===== src/rtl/alu4_arbiter_if.sv =====
// Bundle of the two requester handshakes, the response handshake and the status outputs
// of alu4_arbiter. The slave side is the arbiter; the master side is whoever drives requests.
interface alu4_arbiter_if #(
  parameter int CNT_W = 8
);
  logic             req0_valid;
  logic             req0_ready;
  logic [3:0]       req0_a;
  logic [3:0]       req0_b;
  logic [3:0]       req0_i3;
  logic [1:0]       req0_op;
  logic             req0_add_sub;

  logic             req1_valid;
  logic             req1_ready;
  logic [3:0]       req1_a;
  logic [3:0]       req1_b;
  logic [3:0]       req1_i3;
  logic [1:0]       req1_op;
  logic             req1_add_sub;

  logic             rsp_valid;
  logic             rsp_ready;
  logic             rsp_id;
  logic [3:0]       rsp_f;
  logic             rsp_zero;
  logic             rsp_overflow;

  logic             busy;
  logic [CNT_W-1:0] op_count;

  modport slave (
    input  req0_valid, req0_a, req0_b, req0_i3, req0_op, req0_add_sub,
    input  req1_valid, req1_a, req1_b, req1_i3, req1_op, req1_add_sub,
    input  rsp_ready,
    output req0_ready, req1_ready,
    output rsp_valid, rsp_id, rsp_f, rsp_zero, rsp_overflow,
    output busy, op_count
  );

  modport master (
    output req0_valid, req0_a, req0_b, req0_i3, req0_op, req0_add_sub,
    output req1_valid, req1_a, req1_b, req1_i3, req1_op, req1_add_sub,
    output rsp_ready,
    input  req0_ready, req1_ready,
    input  rsp_valid, rsp_id, rsp_f, rsp_zero, rsp_overflow,
    input  busy, op_count
  );
endinterface


===== src/rtl/alu4_arbiter.sv =====
// Round-robin arbiter sharing one alu4 between two requesters, one operation in flight.
// alu4 ops: 00 = a +/- b, 01 = a +/- i3, 10 = a & b, 11 = a ^ b (overflow only for +/-).
module alu4_arbiter #(
  parameter bit RR_INIT = 1'b0,
  parameter int CNT_W   = 8
) (
  input logic           clk,
  input logic           rst_n,
  alu4_arbiter_if.slave bus
);

  typedef enum logic [1:0] {
    IDLE = 2'd0,
    EXEC = 2'd1,
    RESP = 2'd2
  } state_t;

  state_t           state_q, state_d;
  logic             prio_q;
  logic             id_q;
  logic [3:0]       a_q, b_q, i3_q;
  logic [1:0]       op_q;
  logic             sub_q;
  logic [3:0]       f_q;
  logic             zero_q;
  logic             ovf_q;
  logic [CNT_W-1:0] count_q;

  logic             grant0, grant1;
  logic             take, done;
  logic [3:0]       alu_y, alu_y_x, alu_low, alu_f;
  logic [4:0]       alu_sum;
  logic             alu_ovf;

  assign grant0 = bus.req0_valid && (!bus.req1_valid || !prio_q);
  assign grant1 = bus.req1_valid && (!bus.req0_valid || prio_q);

  always_comb begin
    // NOTE: every signal written here gets a default first, so no path can infer a latch.
    state_d = state_q;
    take    = 1'b0;
    done    = 1'b0;
    case (state_q)
      IDLE: begin
        if (grant0 || grant1) begin
          take    = 1'b1;
          state_d = EXEC;
        end
      end
      EXEC: state_d = RESP;
      RESP: begin
        if (bus.rsp_ready) begin
          done    = 1'b1;
          state_d = IDLE;
        end
      end
      default: state_d = IDLE;
    endcase
  end

  // Ready is gated by rst_n so no requester sees an acceptance while reset is held.
  assign bus.req0_ready   = rst_n && (state_q == IDLE) && grant0;
  assign bus.req1_ready   = rst_n && (state_q == IDLE) && grant1;
  assign bus.rsp_valid    = (state_q == RESP);
  assign bus.rsp_id       = id_q;
  assign bus.rsp_f        = f_q;
  assign bus.rsp_zero     = zero_q;
  assign bus.rsp_overflow = ovf_q;
  assign bus.busy         = (state_q != IDLE);
  assign bus.op_count     = count_q;

  // Embedded alu4, fed only from the operand registers; subtract is a + ~y + 1.
  always_comb begin
    alu_y   = (op_q == 2'b01) ? i3_q : b_q;
    alu_y_x = alu_y ^ {4{sub_q}};
    alu_sum = {1'b0, a_q} + {1'b0, alu_y_x} + {4'b0000, sub_q};
    alu_low = {1'b0, a_q[2:0]} + {1'b0, alu_y_x[2:0]} + {3'b000, sub_q};
    alu_f   = alu_sum[3:0];
    alu_ovf = alu_sum[4] ^ alu_low[3];
    case (op_q)
      2'b10: begin
        alu_f   = a_q & b_q;
        alu_ovf = 1'b0;
      end
      2'b11: begin
        alu_f   = a_q ^ b_q;
        alu_ovf = 1'b0;
      end
      default: ;
    endcase
  end

  always_ff @(posedge clk or negedge rst_n) begin
    if (!rst_n) begin
      state_q <= IDLE;
      prio_q  <= RR_INIT;
      id_q    <= 1'b0;
      a_q     <= '0;
      b_q     <= '0;
      i3_q    <= '0;
      op_q    <= '0;
      sub_q   <= 1'b0;
      f_q     <= '0;
      zero_q  <= 1'b0;
      ovf_q   <= 1'b0;
      count_q <= '0;
    end else begin
      // NOTE: non-blocking assignments so every register samples pre-edge values.
      state_q <= state_d;
      if (take) begin
        id_q  <= grant1;
        a_q   <= grant1 ? bus.req1_a       : bus.req0_a;
        b_q   <= grant1 ? bus.req1_b       : bus.req0_b;
        i3_q  <= grant1 ? bus.req1_i3      : bus.req0_i3;
        op_q  <= grant1 ? bus.req1_op      : bus.req0_op;
        sub_q <= grant1 ? bus.req1_add_sub : bus.req0_add_sub;
      end
      if (state_q == EXEC) begin
        f_q    <= alu_f;
        zero_q <= ~|alu_f;
        ovf_q  <= alu_ovf;
      end
      if (done) begin
        count_q <= count_q + CNT_W'(1);
        prio_q  <= ~id_q;
      end
    end
  end

endmodule


===== src/flat_wrapper.sv =====
// flat-port wrapper written by rule: the top's interface ports become plain ports
module alu4_arbiter_flat 
#(
  parameter bit RR_INIT = 1'b0,
  parameter int CNT_W   = 8
)
  (clk, rst_n, bus_req0_valid, bus_req0_a, bus_req0_b, bus_req0_i3, bus_req0_op, bus_req0_add_sub, bus_req1_valid, bus_req1_a, bus_req1_b, bus_req1_i3, bus_req1_op, bus_req1_add_sub, bus_rsp_ready, bus_req0_ready, bus_req1_ready, bus_rsp_valid, bus_rsp_id, bus_rsp_f, bus_rsp_zero, bus_rsp_overflow, bus_busy, bus_op_count);
  alu4_arbiter_if #(.CNT_W(CNT_W)) bus_i ();
  input logic clk;
  input logic rst_n;
  input wire logic [$bits(bus_i.req0_valid)-1:0] bus_req0_valid;
  input wire logic [$bits(bus_i.req0_a)-1:0] bus_req0_a;
  input wire logic [$bits(bus_i.req0_b)-1:0] bus_req0_b;
  input wire logic [$bits(bus_i.req0_i3)-1:0] bus_req0_i3;
  input wire logic [$bits(bus_i.req0_op)-1:0] bus_req0_op;
  input wire logic [$bits(bus_i.req0_add_sub)-1:0] bus_req0_add_sub;
  input wire logic [$bits(bus_i.req1_valid)-1:0] bus_req1_valid;
  input wire logic [$bits(bus_i.req1_a)-1:0] bus_req1_a;
  input wire logic [$bits(bus_i.req1_b)-1:0] bus_req1_b;
  input wire logic [$bits(bus_i.req1_i3)-1:0] bus_req1_i3;
  input wire logic [$bits(bus_i.req1_op)-1:0] bus_req1_op;
  input wire logic [$bits(bus_i.req1_add_sub)-1:0] bus_req1_add_sub;
  input wire logic [$bits(bus_i.rsp_ready)-1:0] bus_rsp_ready;
  output wire logic [$bits(bus_i.req0_ready)-1:0] bus_req0_ready;
  output wire logic [$bits(bus_i.req1_ready)-1:0] bus_req1_ready;
  output wire logic [$bits(bus_i.rsp_valid)-1:0] bus_rsp_valid;
  output wire logic [$bits(bus_i.rsp_id)-1:0] bus_rsp_id;
  output wire logic [$bits(bus_i.rsp_f)-1:0] bus_rsp_f;
  output wire logic [$bits(bus_i.rsp_zero)-1:0] bus_rsp_zero;
  output wire logic [$bits(bus_i.rsp_overflow)-1:0] bus_rsp_overflow;
  output wire logic [$bits(bus_i.busy)-1:0] bus_busy;
  output wire logic [$bits(bus_i.op_count)-1:0] bus_op_count;
  assign bus_i.req0_valid = bus_req0_valid;
  assign bus_i.req0_a = bus_req0_a;
  assign bus_i.req0_b = bus_req0_b;
  assign bus_i.req0_i3 = bus_req0_i3;
  assign bus_i.req0_op = bus_req0_op;
  assign bus_i.req0_add_sub = bus_req0_add_sub;
  assign bus_i.req1_valid = bus_req1_valid;
  assign bus_i.req1_a = bus_req1_a;
  assign bus_i.req1_b = bus_req1_b;
  assign bus_i.req1_i3 = bus_req1_i3;
  assign bus_i.req1_op = bus_req1_op;
  assign bus_i.req1_add_sub = bus_req1_add_sub;
  assign bus_i.rsp_ready = bus_rsp_ready;
  assign bus_req0_ready = bus_i.req0_ready;
  assign bus_req1_ready = bus_i.req1_ready;
  assign bus_rsp_valid = bus_i.rsp_valid;
  assign bus_rsp_id = bus_i.rsp_id;
  assign bus_rsp_f = bus_i.rsp_f;
  assign bus_rsp_zero = bus_i.rsp_zero;
  assign bus_rsp_overflow = bus_i.rsp_overflow;
  assign bus_busy = bus_i.busy;
  assign bus_op_count = bus_i.op_count;
  alu4_arbiter #(.RR_INIT(RR_INIT), .CNT_W(CNT_W)) u_core (.clk(clk), .rst_n(rst_n), .bus(bus_i));
endmodule

===== config.mk =====
export PLATFORM = sky130hd
export DESIGN_NAME = alu4_arbiter_flat
export DESIGN_NICKNAME = d
export VERILOG_FILES = /design/src/rtl/alu4_arbiter_if.sv /design/src/rtl/alu4_arbiter.sv /design/src/flat_wrapper.sv
export SDC_FILE = /design/constraint.sdc
export NUM_CORES = 1
export LEC_CHECK = 0
export BUFFER_PORTS_ARGS = -buffer_cell sky130_fd_sc_hd__buf_2
export CAP_MARGIN = 10
export CORE_MARGIN = 4
export CORE_UTILIZATION = 43
export CTS_BUF_LIST = sky130_fd_sc_hd__clkbuf_4 sky130_fd_sc_hd__clkbuf_8
export CTS_CLUSTER_SIZE = 14
export DETAILED_ROUTE_END_ITERATION = 10
export PLACE_DENSITY = 0.68
export SLEW_MARGIN = 20
export SYNTH_ARGS = -nofsm -noshare
export SYNTH_HDL_FRONTEND = slang
export SYNTH_SLANG_ARGS = --single-unit

===== constraint.sdc =====
create_clock -name clk -period 3.05 [get_ports clk]
set_input_delay 0.305 -clock clk [delete_from_list [all_inputs] [get_ports clk]]
set_output_delay 0.305 -clock clk [all_outputs]
set_load 0.03 [all_outputs]

==> flow_summary.yaml <==
outcome:
  outcome: "finished clean"
critical_path:
  rr_startpoint: "u_core.op_q[0]$_DFFE_PN0P_"
  critPathRequiredTime_ns: 3.20
  crit_fanout: 7
  critPathLaunchType: "flip-flop"
  r2r_end: "u_core.bus.rsp_f[3]$_DFFE_PN0N_"
  startpoint: "u_core.op_q[0]$_DFFE_PN0P_"
  crit_path_end_kind: "flip-flop"
  critPathCapture: "u_core.bus.rsp_f[3]$_DFFE_PN0N_"
  crit_type: "reg2reg"
  crit_arrival_ns: 2.64
  regToRegSetupSlack_ns: 0.56
  reg2reg_depth: 9
logic_synthesis:
  ys_seq_area_frac: 0.4493
  ys_seq_elements: 33
  syn_area_um2: 1838
  synth.avg_cell_area_um2: 10.10
  syn_nets: 226
  synth_edf_count: 0
  yosys_warnings: 0
  synth_ff_type: "dfrtp_1"
  async_flop_share: 1.000
  synth.distinct_cells: 32
  syn_inst: 182
floorplan:
  die_width_um: 73.38
  num_rows: 23
  initial_utilization: 0.4530
  dieHeight_um: 73.38
  die_area_um2: 5385
  fp.coreArea_um2: 4058
  io_pins: 54
timing:
  fmaxAchievable_mhz: 402.2
  hold_ws_ns: 0.04006
  slew_headroom: 0.7291
  rsz0062_at_grt: "false"
  fin_crit_ns: 2.486
  hold_viol: 0
  worst_slew_pin_slew_ns: 0.3951
  tns_ns: 0
  skew_ns: 0.005074
  setup_violations: 0
  drv_slew: 0
  fin_crit_sh: 0.8152
global_route:
  use_met1: 0.1746
  grt_pass1_vias: 1324
  met2_usage: 0.2383
  grtUsageMet3: 0.04788
  antenna_found_initial: 0
  grt.overflow.total: 0
  grt_pass1_wl_um: 5920
  gr-max-usage-layer: "met2"
  grt_max_degree: 35
  grt_use_total: 0.1444
drt:
  drtIter0Drc: 44
  wirelength_um: 3581
  drc: 0
  firstDrtPassIters: 4
  wl_per_cell_um: 12.52
  num_vias: 1440
  drtAntennaViolNets: 0
  post_drt_via_cell_ratio: 5.035
clock_network:
  cts_buffer_depth: 2
  cts.reportedPaths.clkPinSlew_ns: 0.06
  cts_tree: "done"
  clock_latency_ns: 0.28
  root_buffer: "clkbuf_8"
  htree_levels: 2
  clock-sinks: 33
  cts_resized: 0
  hold_buffers: 0
  cts-buffers-inserted: 5
  postCtsSetupRepairBufs: 0
placed_design:
  gp_congestion: 0.8477
  portBuffers: 53
  hpwl_um: 2713
min_path:
  hp-class: "in2async"
finish:
  drive_gt1_frac: 0.2966
  diodes: 0
  final_core_util: 0.5470
  fillers: 383
  fin_nets: 279
  area_growth_pct: 20.76
run:
  max_cap_violations: 0
power_and_ir_drop:
  p_leak_nw: 1.160
  irDropWorstVdd_mv: 0.4782
  powerDensity_nw_per_um2: 1152
-- synthesized netlist by cell type, types with 3 or more instances --
library cell,count,area [um2]
dfrtp_1,33,825.8
mux2i_1,24,240.2
nor2_1,20,75.07
a21oi_1,19,95.09
nand2_1,15,56.30
xnor2_1,11,96.34
inv_1,9,33.78
ha_1,8,100.1
o21ai_0,8,40.04
clkbuf_1,4,15.01
buf_2,3,15.01
nand4_1,3,18.77
-- stage by stage --
step	power [mW]	std cells	cell area, um2	worst slack, ns
after floorplan	1.936	182	1838	0.8223
after global placement	2.198	278	2128	0.6391
after detailed placement	2.230	278	2128	0.5897
after CTS	2.587	286	2220	0.5710
after global routing	2.793	286	2220	0.3418
final	2.556	286	2220	0.5637
-- cells in the final DEF (no fill, tap or decap), types with 2 or more instances in the layout --
master,count
a21oi_1,19
buf_2,53
buf_4,3
clkbuf_4,3
clkbuf_8,5
dfrtp_1,33
ha_1,8
inv_1,9
mux2_2,2
mux2i_1,24
nand2_1,15
nand2b_1,2
nand3_1,2
nand4_1,3
nor2_1,19
o21ai_0,7
xnor2_1,11
xor2_1,2
-- registers in the layout, indices dropped and copies added (netlist names) --
signal                   count
u_core.bus.rsp_f             4
u_core.a_q                   4
u_core.bus.rsp_id            1
u_core.bus.rsp_zero          1
u_core.i3_q                  4
u_core.op_q                  2
u_core.bus.op_count          8
u_core.b_q                   4
u_core.state_q               2
u_core.prio_q                1
u_core.bus.rsp_overflow      1
u_core.sub_q                 1
-- worst max-delay path, cell delays in order, from the launching register on --
cell	delay, ns
dfrtp_1	0.51
nor2b_4	0.28
mux2i_1	0.23
xnor2_1	0.14
ha_1	0.30
a21oi_1	0.29
o311ai_0	0.15
a41oi_1	0.19
o41ai_1	0.12
a21boi_1	0.15
-- worst min-delay path by stage --
stage,cells after the start,endpoint,from
5_1_grt,2,u_core.bus.op_count[3]$_DFFE_PN0P_,rst_n
6_report,2,u_core.bus.op_count[3]$_DFFE_PN0P_,rst_n
3_5_place_dp,2,u_core.bus.op_count[3]$_DFFE_PN0P_,rst_n
4_1_cts,2,u_core.bus.op_count[3]$_DFFE_PN0P_,rst_n
3_3_place_gp,2,u_core.bus.op_count[3]$_DFFE_PN0P_,rst_n
2_1_floorplan,0,u_core.a_q[0]$_DFFE_PN0P_,rst_n
-- cell families after synthesis --
family | after synthesis | share of synthesized area
compound gates | 36 | 0.1130
xor+xnor | 13 | 0.06195
fa+ha+maj | 9 | 0.06535
buf+inv | 19 | 0.05445
flops | 33 | 0.4493
mux | 26 | 0.1430
simple gates | 46 | 0.1130
-- routing by layer --
layer / wire [um] / part of all wire / vias up
li1: - / - / 729
met1: 1592 / 0.44 / 659
met2: 1668 / 0.47 / 45
met3: 263 / 0.073 / 7
met4: 57 / 0.016 / 0
met5: 0 / 0 / -
-- report_power, final --
part,switching [mW],internal (mW)
combinational,0.823,0.586
sequential,0.186,0.623
clock,0.149,0.189
total,1.16,1.40
-- final cells by class --
cell class	instances	area, um2	area share
timing repair buffer	56	287.8	0.1297
multi-input combinational	130	918.4	0.4138
inverter	9	33.78	0.01522
tap	50	62.56	0.02818
clock buffer	8	91.34	0.04115
sequential	33	825.8	0.3720
Power figures use the tool's default switching activity.
